File: src/rtl/fetch_pkg.sv
// Shared types for the instruction-fetch front end: queue entry layout and the
// filler word presented when no instruction is available.
package fetch_pkg;

    localparam int unsigned XLEN = 32;

    localparam logic [XLEN-1:0] NOP_INSTR = 32'h0000_0013;

    typedef struct packed {
        logic [XLEN-1:0] instr;
        logic [XLEN-1:0] pc;
    } fetch_entry_t;

endpackage

File: src/rtl/fetch_queue.sv
// Synchronous FIFO of fetch_entry_t with flush; head is a combinational read.
// Callers gate push/pop against full/empty.
module fetch_queue
    import fetch_pkg::*;
#(
    parameter int unsigned DEPTH = 4,
    localparam int unsigned AW   = $clog2(DEPTH)
) (
    input  logic         clk,
    input  logic         reset,
    input  logic         push,
    input  logic         pop,
    input  logic         flush,
    input  fetch_entry_t din,
    output fetch_entry_t head,
    output logic [AW:0]  count
);

    localparam logic [AW:0] FULL = (AW + 1)'(DEPTH);

    fetch_entry_t   entries [DEPTH];
    logic [AW-1:0]  head_q;
    logic [AW-1:0]  tail_q;

    always_ff @(posedge clk) begin
        if (reset || flush) begin
            head_q <= '0;
            tail_q <= '0;
            count  <= '0;
        end else begin
            if (push) begin
                entries[tail_q] <= din;
                tail_q          <= tail_q + 1'b1;
            end
            if (pop) begin
                head_q <= head_q + 1'b1;
            end
            case ({push, pop})
                2'b10:   count <= count + 1'b1;
                2'b01:   count <= count - 1'b1;
                default: count <= count;
            endcase
        end
    end

    assign head = entries[head_q];

    a_no_overflow: assert property (@(posedge clk) disable iff (reset)
        !(push && !flush && count == FULL));

endmodule

File: src/rtl/fetch_unit.sv
// Instruction-fetch front end: pipelined requests to a 1-cycle synchronous
// memory, DEPTH-entry prefetch queue, valid/ready delivery and redirect flush.
module fetch_unit #(
    parameter int unsigned     XLEN     = 32,
    parameter int unsigned     DEPTH    = 4,
    parameter logic [XLEN-1:0] RESET_PC = 32'h1000,
    parameter int unsigned     PC_STEP  = 4
) (
    input  logic                     clk,
    input  logic                     reset,
    input  logic                     fetch_en,
    output logic                     imem_req,
    output logic [XLEN-1:0]          imem_address,
    input  logic [XLEN-1:0]          imem_data_out,
    output logic                     instr_valid,
    input  logic                     instr_ready,
    output logic [XLEN-1:0]          instr,
    output logic [XLEN-1:0]          instr_pc,
    input  logic                     redirect,
    input  logic [XLEN-1:0]          redirect_pc,
    output logic                     align_err,
    output logic [$clog2(DEPTH):0]   occupancy
);
    import fetch_pkg::*;

    localparam int unsigned AW = $clog2(DEPTH);

    logic [XLEN-1:0] fetch_pc;
    logic [XLEN-1:0] req_pc_q;
    logic            inflight_q;
    logic [AW:0]     count;
    logic            credit;
    logic            push;
    logic            pop;
    fetch_entry_t    head;
    fetch_entry_t    push_entry;

    // Slots already promised to an in-flight response count as used; a pop in
    // the same cycle is deliberately not credited.
    assign credit   = ({1'b0, count} + (AW + 2)'(inflight_q)) < (AW + 2)'(DEPTH);
    assign imem_req = fetch_en & ~redirect & ~reset & credit;

    assign push        = inflight_q & ~redirect;
    assign pop         = instr_valid & instr_ready & ~redirect;
    assign push_entry  = '{instr: imem_data_out, pc: req_pc_q};

    assign imem_address = fetch_pc;
    assign instr_valid  = (count != '0);
    assign instr        = instr_valid ? head.instr : NOP_INSTR;
    assign instr_pc     = head.pc;
    assign occupancy    = count;

    always_ff @(posedge clk) begin
        if (reset) begin
            fetch_pc   <= RESET_PC;
            req_pc_q   <= '0;
            inflight_q <= 1'b0;
            align_err  <= 1'b0;
        end else if (redirect) begin
            fetch_pc   <= {redirect_pc[XLEN-1:2], 2'b00};
            inflight_q <= 1'b0;
            align_err  <= |redirect_pc[1:0];
        end else begin
            align_err  <= 1'b0;
            inflight_q <= imem_req;
            if (imem_req) begin
                fetch_pc <= fetch_pc + XLEN'(PC_STEP);
                req_pc_q <= fetch_pc;
            end
        end
    end

    fetch_queue #(
        .DEPTH(DEPTH)
    ) u_queue (
        .clk   (clk),
        .reset (reset),
        .push  (push),
        .pop   (pop),
        .flush (redirect),
        .din   (push_entry),
        .head  (head),
        .count (count)
    );

endmodule
File: config.mk
export PLATFORM = sky130hd
export DESIGN_NAME = fetch_unit
export DESIGN_NICKNAME = d
export VERILOG_FILES = /design/src/rtl/fetch_pkg.sv /design/src/rtl/fetch_queue.sv /design/src/rtl/fetch_unit.sv
export SDC_FILE = /design/constraint.sdc
export NUM_CORES = 1
export LEC_CHECK = 0
export BUFFER_PORTS_ARGS = -buffer_cell sky130_fd_sc_hd__clkbuf_2
export CAP_MARGIN = 25
export CORE_ASPECT_RATIO = 1.5
export CORE_UTILIZATION = 55
export CTS_CLUSTER_SIZE = 10
export DETAILED_ROUTE_END_ITERATION = 8
export PLACE_DENSITY = 0.86
export SLEW_MARGIN = 10
export SYNTH_ARGS = -nofsm -noshare
export SYNTH_HDL_FRONTEND = slang
export SYNTH_SLANG_ARGS = --single-unit
File: constraint.sdc
create_clock -name clk -period 5 [get_ports clk]
set_input_delay 0.5 -clock clk [delete_from_list [all_inputs] [get_ports clk]]
set_output_delay 0.5 -clock clk [all_outputs]
set_load 0.05 [all_outputs]
**Word level (Yosys, flattened, before mapping)**

Memory sizes are Yosys's and may differ from the RTL's. A register that Yosys moved wholly into a read port is not among the register bits.
Cells that the tools add are included.

- Bits in registers: 73
- Bits in writable memories: 256
- Output and inout bits: 102
- Word-level logic and storage cells: 43
- Memories kept: 1

- Add/sub/neg operators: 6
- $lt $le $gt $ge: 1
- Eq/ne operators: 2
- Multiplexer cells: 9
- Bitwise operators: 8
- Reduce and logical (&&, ||, !) cells: 8

Memories:

| name | words | width | rd ports | clocked after memory_dff | wr ports | RTL line | text |
|---|---|---|---|---|---|---|---|
| u_queue.entries | 4 | 64 | 1 | 1 | 1 | fetch_queue.sv:21 | `fetch_entry_t entries [DEPTH];` |

Operator list:

| cell | count |
|---|---|
| 32-bit two-way mux | 3 |
| 32-bit by 3-bit adder with 32-bit output (second input constant) | 1 |
| 1-bit bitwise AND | 6 |
| 3-bit case mux with 2 select lines | 1 |
| 2-bit OR reduction | 3 |
| 2-bit by 1-bit adder with 2-bit output (second input constant) | 2 |
| 3-bit by 1-bit adder with 4-bit output | 1 |
| 4-bit by 3-bit less-than comparator with 1-bit output (second input constant) | 1 |
| 2-bit two-way mux | 2 |
| 2-bit nonzero test | 2 |
| 3-bit by 1-bit adder with 3-bit output (second input constant) | 1 |
| 1-bit two-way mux | 3 |
| 3-bit nonzero test | 1 |
| 3-bit by 1-bit subtractor with 3-bit output (second input constant) | 1 |
| 2-bit by 1-bit == test with 1-bit output (second input constant) | 1 |
| 2-bit == test (second input constant) | 1 |
| 1-bit NOT | 2 |
| 2-bit AND reduction | 1 |
| 1-bit logical OR | 1 |

**Logic depth before layout (Yosys ltp)**

Gate-level depths: netlist of run 1.

- Word-level depth: 6
- Mapped depth: 10
- Gate-level depth less buffers: 8

**Hierarchy**

Synthesis of run 1 repeated with hierarchy kept, for this count alone.

- Cell total of the unflattened synthesis: 790
- Area total of the unflattened synthesis: 12859.8 um^2

By module, submodules not included:

| module | times used | cells an instance | area an instance (um^2) | sequential area each (um^2) |
|---|---|---|---|---|
| fetch_queue | 1 | 381 | 9743.1 | 7867.5 |
| fetch_unit | 1 | 409 | 3116.7 | 1241.2 |

**Worst setup path after synthesis of run 1**

No wires, ideal clock.

- Path type: input -> register
- Start: input redirect
- End: memory u_queue.entries[0][10] (netlist bit) (enable)
- Library setup time: 0.427 ns
- Arrival time: 2.524 ns
- Required time: 4.573 ns
- Path slack: 2.049 ns
- Stages on the path: 3
- Path buffers: 1
- Cell sequence: clkbuf_1 nor2_1 and3_1

- Longest elaborated chain between the ends: 5

Ends and longest elaborated chain:

| element | RTL line | text |
|---|---|---|
| start: declaration | fetch_unit.sv:19 | `input logic redirect,` |
| 1-bit NOT (no line) | n/a |  |
| 1-bit bitwise AND | fetch_unit.sv:43 | `assign push = inflight_q & ~redirect;` |
| 1-bit two-way mux | fetch_queue.sv:31 | `if (push) begin` |
| 1-bit two-way mux (*) | fetch_queue.sv:26 | `if (reset \|\| flush) begin` |
| 1-bit two-way mux (implied by the code) (*) | fetch_queue.sv:32 | `entries[tail_q] <= din;` |
| end: declaration | fetch_queue.sv:21 |  |

Mark *: on every way between the ends. The rest lies on a longest branch, timed or not.

==> reports/metrics.cfg, run 1 <==
[hold_path]
hold_start=redirect_pc[0]
min_to=align_err$_SDFF_PP0_
hp-class=in2reg
min_path_cells=2

[synth]
ys_seq_elements=319
yosysSeqAreaShare_pct=70.4
ys.flop_type=edfxtp_1
synth_edf_count=248
yosys.cell_types.count=59
postSynthAreaPerCell_um2=15.9
async_reset_ff_share_pct=0
syn_inst=792
syn_area_mm2=0.0126
yosys_warnings=0

[final_layout]
nNetsFinal=1043
n_antenna_cell=0
final_core_util_pct=65.9
drive_above_1_share_pct=30.5
fin_cells=1257
syn_to_final_growth_pct=17.1

[timing]
finalCritPeriodShare_pct=66.0
tns_ns=0
slew_viol_final=0
rsz0062_at_grt=no
slew_headroom_pct=46.5
whs_ns=0.205
max_clock_freq_ghz=0.303
hold_violations=0
period_needed_ns=3.30
worst_slack_ns=1.70
clock_skew_ns=0.0196
worst_slew_pin_slew_ns=0.795
finalSetupViolCount=0

[setup_path]
start_kind=register
rrSetupSlack_ns=2.65
critical_path_class=reg2out
end_kind=primary output
required_ns=4.50
reg2reg_from=u_queue.count[2]$_SDFFE_PP0P_
reg2reg_to=imem_address[22]$_SDFFE_PP0P_
crit_fanout=38
reg2regPathDepth=5
arrival_ns=2.80

[drt]
highest_layer=met4
wl_per_cell_um=22.2
wl_met3_um=1840
wl_met1_um=10700
drtIter0Drc=557
drc=13
wl_met2_um=14500
vias=7752
via_per_inst=6.17
drt_pre_antenna_iters=8
antenna_left=0
routed_wl_um=27900

[floorplan]
die_area_mm2=0.0235
row_count=67
die_h_um=187
start_util_pct=56.3
core-area_mm2=0.0224
die_w_um=126
io_pins=171

[clock_tree]
h-tree-depth=2
cts_tree=built
clk_latency_ns=0.51
clk_pin_slew_ns=0.06
hold_buffers=0
cts_resized=0
root_buffer=clkbuf_16
postCtsSetupBuffers=0
clock_path_buffers=3
cts.sink_count=319
cts_made_buffers=37

[placed_design]
gp_congestion=0.985
dp_hpwl_um=17500
place_inst=1203
port_buffers=166
dp_slack_ns=2.01

[power]
power_leakage_uw=0.00501
peakVddDrop_mv=0.196
power.density_mw_per_mm2=372

[run_status]
status=finished with violations
violations=design-rule violations

[job]
cap_violations=0

[global_route]
grt_pass1_wl_um=43700
gr-total-overflow=0
grt_use_total_pct=24.1
grt_max_degree=57
grt_pass1_vias=7813
antenna_found_initial=0

-- layer usage --
| metal | vias up | track usage (%) |
|---|---|---|
| li1 | 3447 | - |
| met1 | 3819 | 31.2 |
| met2 | 420 | 42.0 |
| met3 | 66 | 3.06 |
| met4 | 0 | 8.30 |
| met5 | - | 0 |
-- cells in the final DEF, fill, tap and decap left out, types with 8 or more instances in the layout --
master	instances
nand2_1	94
nor2b_1	31
nand4_1	8
a31oi_1	18
or3_1	8
mux4_2	62
nor2_1	10
nor3_1	8
o211ai_1	9
and3_1	8
clkbuf_1	13
buf_4	14
edfxtp_1	248
dfxtp_1	69
nand3_1	14
inv_1	14
a21oi_1	43
o311ai_0	9
or4_1	15
clkbuf_2	166
clkbuf_16	39
-- logic make-up after synthesis --
| family | Yosys count | share of synthesized area, % |
|---|---|---|
| flip-flops | 319 | 70.4 |
| AO/OA/AOI/OAI | 105 | 5.35 |
| XOR/XNOR | 6 | 0.417 |
| other | 1 | 0.0298 |
| adder cells (fa/ha/maj) | 7 | 0.755 |
| AND/OR/NAND/NOR | 226 | 9.55 |
| multiplexers | 65 | 11.3 |
| buffers and inverters | 63 | 2.13 |
-- worst max-delay path by stage --
| stage | start | endpoint | slack, ns | depth (start not counted) |
|---|---|---|---|---|
| finish | register | instr[1] | 1.70 | 4 |
| CTS | register | instr[29] | 1.51 | 4 |
| detailed placement | register | instr[29] | 2.01 | 4 |
| floorplan | redirect | u_queue.entries[0][10]$_DFFE_PP_ | 2.05 | 3 |
| global placement | register | instr[29] | 2.06 | 4 |
| global route | register | instr[1] | 1.61 | 4 |
-- worst max-delay path, cell delays in order, from the launching register on --
cell      delay (ns)
dfxtp_2         0.77
buf_4           0.57
mux4_2          0.41
or2_2           0.28
clkbuf_2        0.24
-- through the flow --
| step | total power [uW] | area, um^2 |
|---|---|---|
| final | 5490 | 14700 |
| after floorplan | 3100 | 12600 |
| after CTS | 5520 | 14700 |
| after global placement | 3180 | 13700 |
| after global routing | 5640 | 14700 |
| after detailed placement | 3190 | 13700 |
-- where the power goes --
| part | internal [uW] | switching (uW) | total, uW |
|---|---|---|---|
| clock network | 1410 | 948 | 2350 |
| registers | 2870 | 40.5 | 2910 |
| logic | 64.9 | 162 | 227 |
-- cells in the mapped netlist, types with 9 or more instances --
master | number | area share [%]
a31oi_1 | 18 | 0.89
o311ai_0 | 9 | 0.63
nor2_1 | 10 | 0.30
mux4_2 | 62 | 11
o211ai_1 | 9 | 0.54
inv_1 | 14 | 0.42
edfxtp_1 | 248 | 59
nand2_1 | 94 | 2.8
nand3_1 | 14 | 0.56
or4_1 | 15 | 0.89
dfxtp_1 | 71 | 11
a21oi_1 | 43 | 1.7
and3_1 | 12 | 0.60
nor3_1 | 9 | 0.36
nor2b_1 | 31 | 1.5
clkbuf_1 | 33 | 0.98
-- area by class of cell --
type / instances / area (um^2)
repair buffers: 181 / 963
well taps: 276 / 345
fillers: 1484 / 7630
multi-input cells: 413 / 3480
clock inverters: 1 / 8.76
clock buffers: 52 / 1020
flip-flops and latches: 319 / 8870
inverters: 15 / 56.3
-- registers in the layout (all words and copies together) (netlist names), named ones only --
name             cells
u_queue.head_q       2
u_queue.count        3
align_err            1
u_queue.tail_q       2
imem_address        30
inflight_q           1
req_pc_q            30
u_queue.entries    248
No activity file was read; power rests on OpenSTA's default activity.
==> run 2: changes to the inputs <==
CORE_UTILIZATION = 52   (was 55)
PLACE_DENSITY = 0.85   (was 0.86)
clock period = 2.7 ns   (was 5 ns; I/O delays follow)
==> run 2 against run 1 <==
  * The run now ends clean
  * Clock skew down 0.0067 ns
  * Combinational power up 110%
  * Hold slack worse by 0.19 ns
  * Final cell count up 7.7%
  * Core utilization down 0.97 points
  * Clock power up 85%
  * Global-route usage down 1.5 points
  * Sequential share of layout area down 2.6 points
  * Die area up 5.7%
  * Critical endpoint is now instr[26]
==> reports/metrics.cfg, run 2 (synthesized netlist as in run 1, its figures left out) <==
[power]
peakVddDrop_mv=0.396  ; was 0.196 mV
power_leakage_uw=0.00524  ; was 0.00501 uW
power.density_mw_per_mm2=662  ; was 372 mW/mm^2
power_uw=10200  ; was 5490 uW

[global_route]
grt_pass1_vias=7677  ; was 7813
grt_pass1_wl_um=42000  ; was 43700 um
grt_use_total_pct=22.6  ; was 24.1%
grt_max_degree=45  ; was 57
antenna_found_initial=0  ; unchanged
gr-total-overflow=0  ; unchanged

[final_layout]
drive_above_1_share_pct=29.8  ; was 30.5%
syn_to_final_growth_pct=22.4  ; was 17.1%
largest_reg_flops=248  ; unchanged
layout_common_cells=248 x edfxtp_1, 166 x clkbuf_2, 94 x nand2_1  ; unchanged
fin_cells=1354  ; was 1257
layout_commonest_cell=edfxtp_1  ; unchanged
nNetsFinal=1091  ; was 1043
n_antenna_cell=0  ; unchanged
regMostFlops=u_queue.entries  ; unchanged

[setup_path]
reg2reg_from=u_queue.count[2]$_SDFFE_PP0P_  ; unchanged
crit_fanout=28  ; was 38
crit_chain=buf_12, mux4_2, nor2b_1, clkbuf_2  ; was buf_4, mux4_2, or2_2, clkbuf_2
start_kind=register  ; unchanged
critical_path_class=reg2out  ; unchanged
reg2reg_to=u_queue.count[2]$_SDFFE_PP0P_  ; was imem_address[22]$_SDFFE_PP0P_
end_kind=primary output  ; unchanged
required_ns=2.43  ; was 4.50 ns
reg2regPathDepth=8  ; was 5
cp_slowest_stage_delay_ns=0.55  ; was 0.77 ns
rrSetupSlack_ns=0.42  ; was 2.65 ns
arrival_ns=2.29  ; was 2.80 ns
slowest_stage=dfxtp_4  ; was dfxtp_2

[hold_path]
hp-class=in2reg  ; unchanged
hold_start=imem_data_out[17]  ; was redirect_pc[0]
min_to=u_queue.entries[3][49]$_DFFE_PP_  ; was align_err$_SDFF_PP0_
min_path_cells=1  ; was 2

[clock_tree]
clk_pin_slew_ns=0.05  ; was 0.06 ns
cts_resized=0  ; unchanged
root_buffer=clkbuf_16  ; unchanged
cts.sink_count=319  ; unchanged
cts_tree=built  ; unchanged
cts_made_buffers=37  ; unchanged
clock_path_buffers=3  ; unchanged
h-tree-depth=2  ; unchanged
clk_latency_ns=0.50  ; was 0.51 ns

[timing]
rsz0062_at_grt=no  ; unchanged
slew_viol_final=0  ; unchanged
worst_slew_pin_slew_ns=0.554  ; was 0.795 ns
finalCritPeriodShare_pct=94.8
clock_skew_ns=0.0129  ; was 0.0196 ns
finalSetupViolCount=0  ; unchanged
slew_headroom_pct=63.0  ; was 46.5%
tns_ns=0  ; unchanged
max_clock_freq_ghz=0.391
hold_violations=0  ; unchanged
period_needed_ns=2.56

[drt]
routed_wl_um=27300  ; was 27900 um
wl_per_cell_um=20.2  ; was 22.2 um
via_per_inst=5.74  ; was 6.17
wl_met1_um=10400  ; was 10700 um
wl_met2_um=14400  ; was 14500 um
wl_met3_um=1540  ; was 1840 um
drc=0  ; was 13
vias=7767  ; was 7752
highest_layer=met4  ; unchanged
drtIter0Drc=534  ; was 557
antenna_left=0  ; unchanged
drt_pre_antenna_iters=8  ; unchanged

[placed_design]
dp_hpwl_um=17000  ; was 17500 um
gp_congestion=0.969  ; was 0.985
port_buffers=166  ; unchanged
place_inst=1255  ; was 1203

[floorplan]
die_area_mm2=0.0249  ; was 0.0235 mm^2
core-area_mm2=0.0237  ; was 0.0224 mm^2
die_h_um=193  ; was 187 um
start_util_pct=53.0  ; was 56.3%
die_w_um=129  ; was 126 um
row_count=69  ; was 67
io_pins=171  ; unchanged

[job]
cap_violations=0  ; unchanged

[run_status]
status=finished clean  ; was finished with violations

run 2: final cells by class:
cell class | instances | area (um^2)
Sequential cell | 319 | 8880
Fill cell | 1653 | 8330
Multi-Input combinational cell | 413 | 3490
Timing Repair Buffer | 229 | 1550
Clock buffer | 58 | 1030
Tap cell | 319 | 399
Inverter | 15 | 56.3
Clock inverter | 1 | 16.3
run 2: metal layers:
layer  global-route usage, %  up-vias
met3                    2.72       74
li1                        -     3552
met4                    9.95        0
met2                    39.7      327
met5                       0        -
met1                    28.0     3814
run 2: worst max-delay path, delay by kind of cell, from the launching register on:
family                 cells  cell delay, ns
DFF                        1            0.55
buffers and inverters      2            0.55
muxes                      1            0.54
and+or+nand+nor            1            0.14
run 2: timing repair:
item / in CTS / in global routing
hold endpoints to repair: 130 / 0
setup buffers: 0 / 2
hold buffers: 38 / 0
endpoints found under the setup margin: 0 / 1
run 2: power breakdown:
group	switching [uW]	total (uW)	internal (uW)
sequential	72.2	5390	5310
combinational	311	476	165
clock	1750	4340	2590
run 2: how the worst max path moves through the flow:
stage | end | depth (start not counted) | from | slack [ns]
finish | instr[26] | 4 | register | 0.14
global placement | imem_address[28]$_SDFFE_PP0P_ | 4 | imem_address[8]$_SDFFE_PP0P_ | 0.54
floorplan | u_queue.count[2]$_SDFFE_PP0P_ | 8 | u_queue.count[2]$_SDFFE_PP0P_ | 0.15
CTS | instr[25] | 4 | register | 0.06
global route | instr[25] | 4 | register | 0.001
detailed placement | imem_address[28]$_SDFFE_PP0P_ | 4 | imem_address[8]$_SDFFE_PP0P_ | 0.46
run 2: per-stage QoR:
| step | instance area [um^2] | util [%] | hold WS (ns) | setup WS, ns |
|---|---|---|---|---|
| 2_1_floorplan | 12600 | - | 0.369 | 0.150 |
| 3_3_place_gp | 14000 | 58.9 | 0.466 | 0.540 |
| 3_5_place_dp | 14000 | 58.9 | 0.477 | 0.457 |
| 4_1_cts | 15400 | 64.9 | 0.000631 | 0.0584 |
| 5_1_grt | 15400 | 64.9 | 0.0164 | 0.00129 |
| 6_report | 15400 | 64.9 | 0.0155 | 0.142 |
==> run 3: changes to the inputs <==
CORE_UTILIZATION = 55   (was 52)
PLACE_DENSITY = 0.86   (was 0.85)
clock period = 3.3 ns   (was 2.7 ns; I/O delays follow)
==> run 3 against run 2 <==
  * The run now ends with design-rule violations left
  * Setup slack improved by 0.21 ns
  * Final cell count down 7.2%
  * Register-to-register slack improved by 0.43 ns
  * Sequential share of layout area up 2.2 points
  * Clock power fell by 19%
  * Global-route usage grew 0.94 points
  * Non-clock buffer count down 47
  * Sequential power is 18% lower
  * Largest cell class unchanged
  * Highest routed layer unchanged
==> reports/metrics.cfg, run 3 (synthesized netlist as in run 1, its figures left out) <==
[run_status]
status=finished with violations  ; was finished clean
violations=design-rule violations

[final_layout]
regMostFlops=u_queue.entries  ; unchanged
layout_common_cells=248 x edfxtp_1, 166 x clkbuf_2, 94 x nand2_1  ; unchanged
n_antenna_cell=0  ; unchanged
fin_area_mm2=0.0148  ; was 0.0154 mm^2
seq_area_mm2=0.00887  ; was 0.00888 mm^2
fillers=1497  ; was 1653
nNetsFinal=1044  ; was 1091
drive_above_1_share_pct=30.6  ; was 29.8%
largest_reg_flops=248  ; unchanged
fin_cells=1257  ; was 1354
multi_input_area_mm2=0.00348  ; was 0.00349 mm^2
syn_to_final_growth_pct=17.8  ; was 22.4%
layout_commonest_cell=edfxtp_1  ; unchanged

[setup_path]
crit_chain=nor4b_4, nand2_1, inv_2, clkbuf_2  ; was buf_12, mux4_2, nor2b_1, clkbuf_2
required_ns=2.97  ; was 2.43 ns
crit_fanout=28  ; unchanged
cp_top_family=simple AND/OR/NAND/NOR gates  ; was flip-flops
critical_path_class=reg2out  ; unchanged
arrival_ns=2.62  ; was 2.29 ns
cp_num_cells=4  ; unchanged
end_kind=primary output  ; unchanged
reg2regPathDepth=5  ; was 8
cp_slowest_stage_delay_ns=0.50  ; was 0.55 ns
worst-path-buf-inv=2  ; unchanged
slowest_stage=nor4b_4  ; was dfxtp_4
start_kind=register  ; unchanged

[drt]
drc=13  ; was 0
routed_wl_um=27300  ; about the same
via_per_inst=6.08  ; was 5.74
antenna_left=0  ; unchanged
drtIter0Drc=660  ; was 534
vias=7641  ; was 7767
wl_per_cell_um=21.7  ; was 20.2 um
drt_pre_antenna_iters=7  ; was 8

[power]
p_sw_uw=1710  ; was 2140 uW
clkPwrFrac_pct=42.6  ; was 42.5%
peakVddDrop_mv=0.325  ; was 0.396 mV
power.density_mw_per_mm2=559  ; was 662 mW/mm^2
seqPwrFrac_pct=53.2  ; was 52.8%
switching_share_pct=20.7  ; was 20.9%
power_uw=8290  ; was 10200 uW
p_int_uw=6570  ; was 8070 uW
p_comb_share_pct=4.1  ; was 4.7%
power_leakage_uw=0.00503  ; was 0.00524 uW

[clock_tree]
clk_latency_ns=0.50  ; about the same
cts_made_buffers=37  ; unchanged
clock_path_buffers=3  ; unchanged
h-tree-depth=2  ; unchanged
hold_buffers=0  ; was 38
cts_tree=built  ; unchanged
postCtsSetupBuffers=0  ; unchanged
cts.sink_count=319  ; unchanged
clk_pin_slew_ns=0.05  ; about the same
root_buffer=clkbuf_16  ; unchanged
cts_resized=0  ; unchanged

[timing]
finalSetupViolCount=0  ; unchanged
tns_ns=0  ; unchanged
finalCritPeriodShare_pct=89.3
period_needed_ns=2.95
slew_viol_final=0  ; unchanged
hold_violations=0  ; unchanged
slew_headroom_pct=36.5  ; was 63.0%
whs_ns=0.0352  ; was 0.0155 ns
clock_skew_ns=0.0142  ; was 0.0129 ns
worst_slew_pin_slew_ns=0.944  ; was 0.554 ns
rsz0062_at_grt=no  ; unchanged
max_clock_freq_ghz=0.339

[floorplan]
row_count=67  ; was 69
die_area_mm2=0.0235  ; was 0.0249 mm^2
io_pins=171  ; unchanged
die_w_um=126  ; was 129 um
core-area_mm2=0.0224  ; was 0.0237 mm^2
die_h_um=187  ; was 193 um
start_util_pct=56.3  ; was 53.0%

[placed_design]
gp_congestion=0.933  ; was 0.969
place_inst=1205  ; was 1255
dp_hpwl_um=17100  ; was 17000 um
dpl-instance-area_mm2=0.0138  ; was 0.0140 mm^2
port_buffers=166  ; unchanged

[global_route]
antenna_found_initial=0  ; unchanged
gr-total-overflow=0  ; unchanged
grt_use_total_pct=23.5  ; was 22.6%
grt_max_degree=63  ; was 45
grt_pass1_vias=7604  ; was 7677
grt_pass1_wl_um=42100  ; was 42000 um

[hold_path]
hp-class=in2reg  ; unchanged
min_path_cells=2  ; was 1

[job]
cap_violations=0  ; unchanged

## run 3: layer usage
metal / global-route usage, % / up-vias / share of wire [%]
met3: 3.12 / 74 / 6.8
li1: - / 3455 / -
met2: 42.0 / 395 / 53
met5: 0 / - / 0
met1: 29.0 / 3717 / 37
met4: 9.01 / 0 / 3.3
## run 3: path summary, 6_finish.rpt
kind | slack, ns | to | start
worst max-delay path | 0.35 | imem_req | u_queue.count[2]$_SDFFE_PP0P_
worst min-delay path | 0.04 | align_err$_SDFF_PP0_ | redirect_pc[0]
worst max register to register | 0.85 | imem_address[30]$_SDFFE_PP0P_ | inflight_q$_SDFF_PP0_
worst min register to register | 0.49 | u_queue.entries[3][20]$_DFFE_PP_ | req_pc_q[20]$_SDFFE_PP0P_
## run 3: metrics by stage
stage,setup slack [ns],utilization (%)
4_1_cts,0.378,66.3
3_3_place_gp,0.726,61.7
2_1_floorplan,0.519,-
6_report,0.353,66.3
3_5_place_dp,0.633,61.7
5_1_grt,0.186,66.3
## run 3: power by group through the flow
stage,clock (uW),sequential [uW],combinational (uW)
floorplan,0,4550,147
global placement,0,4490,332
detailed placement,0,4490,340
CTS,3590,4410,342
global route,3730,4410,364
finish,3530,4410,343
## run 3: area by class of cell
| class | count | share of cell area, % |
|---|---|---|
| inverter | 15 | 0.380 |
| timing repair buffer | 182 | 7.09 |
| multi-input combinational | 413 | 23.4 |
| clock buffer | 51 | 6.88 |
| clock inverter | 1 | 0.0591 |
| sequential | 319 | 59.8 |
| tap | 276 | 2.33 |
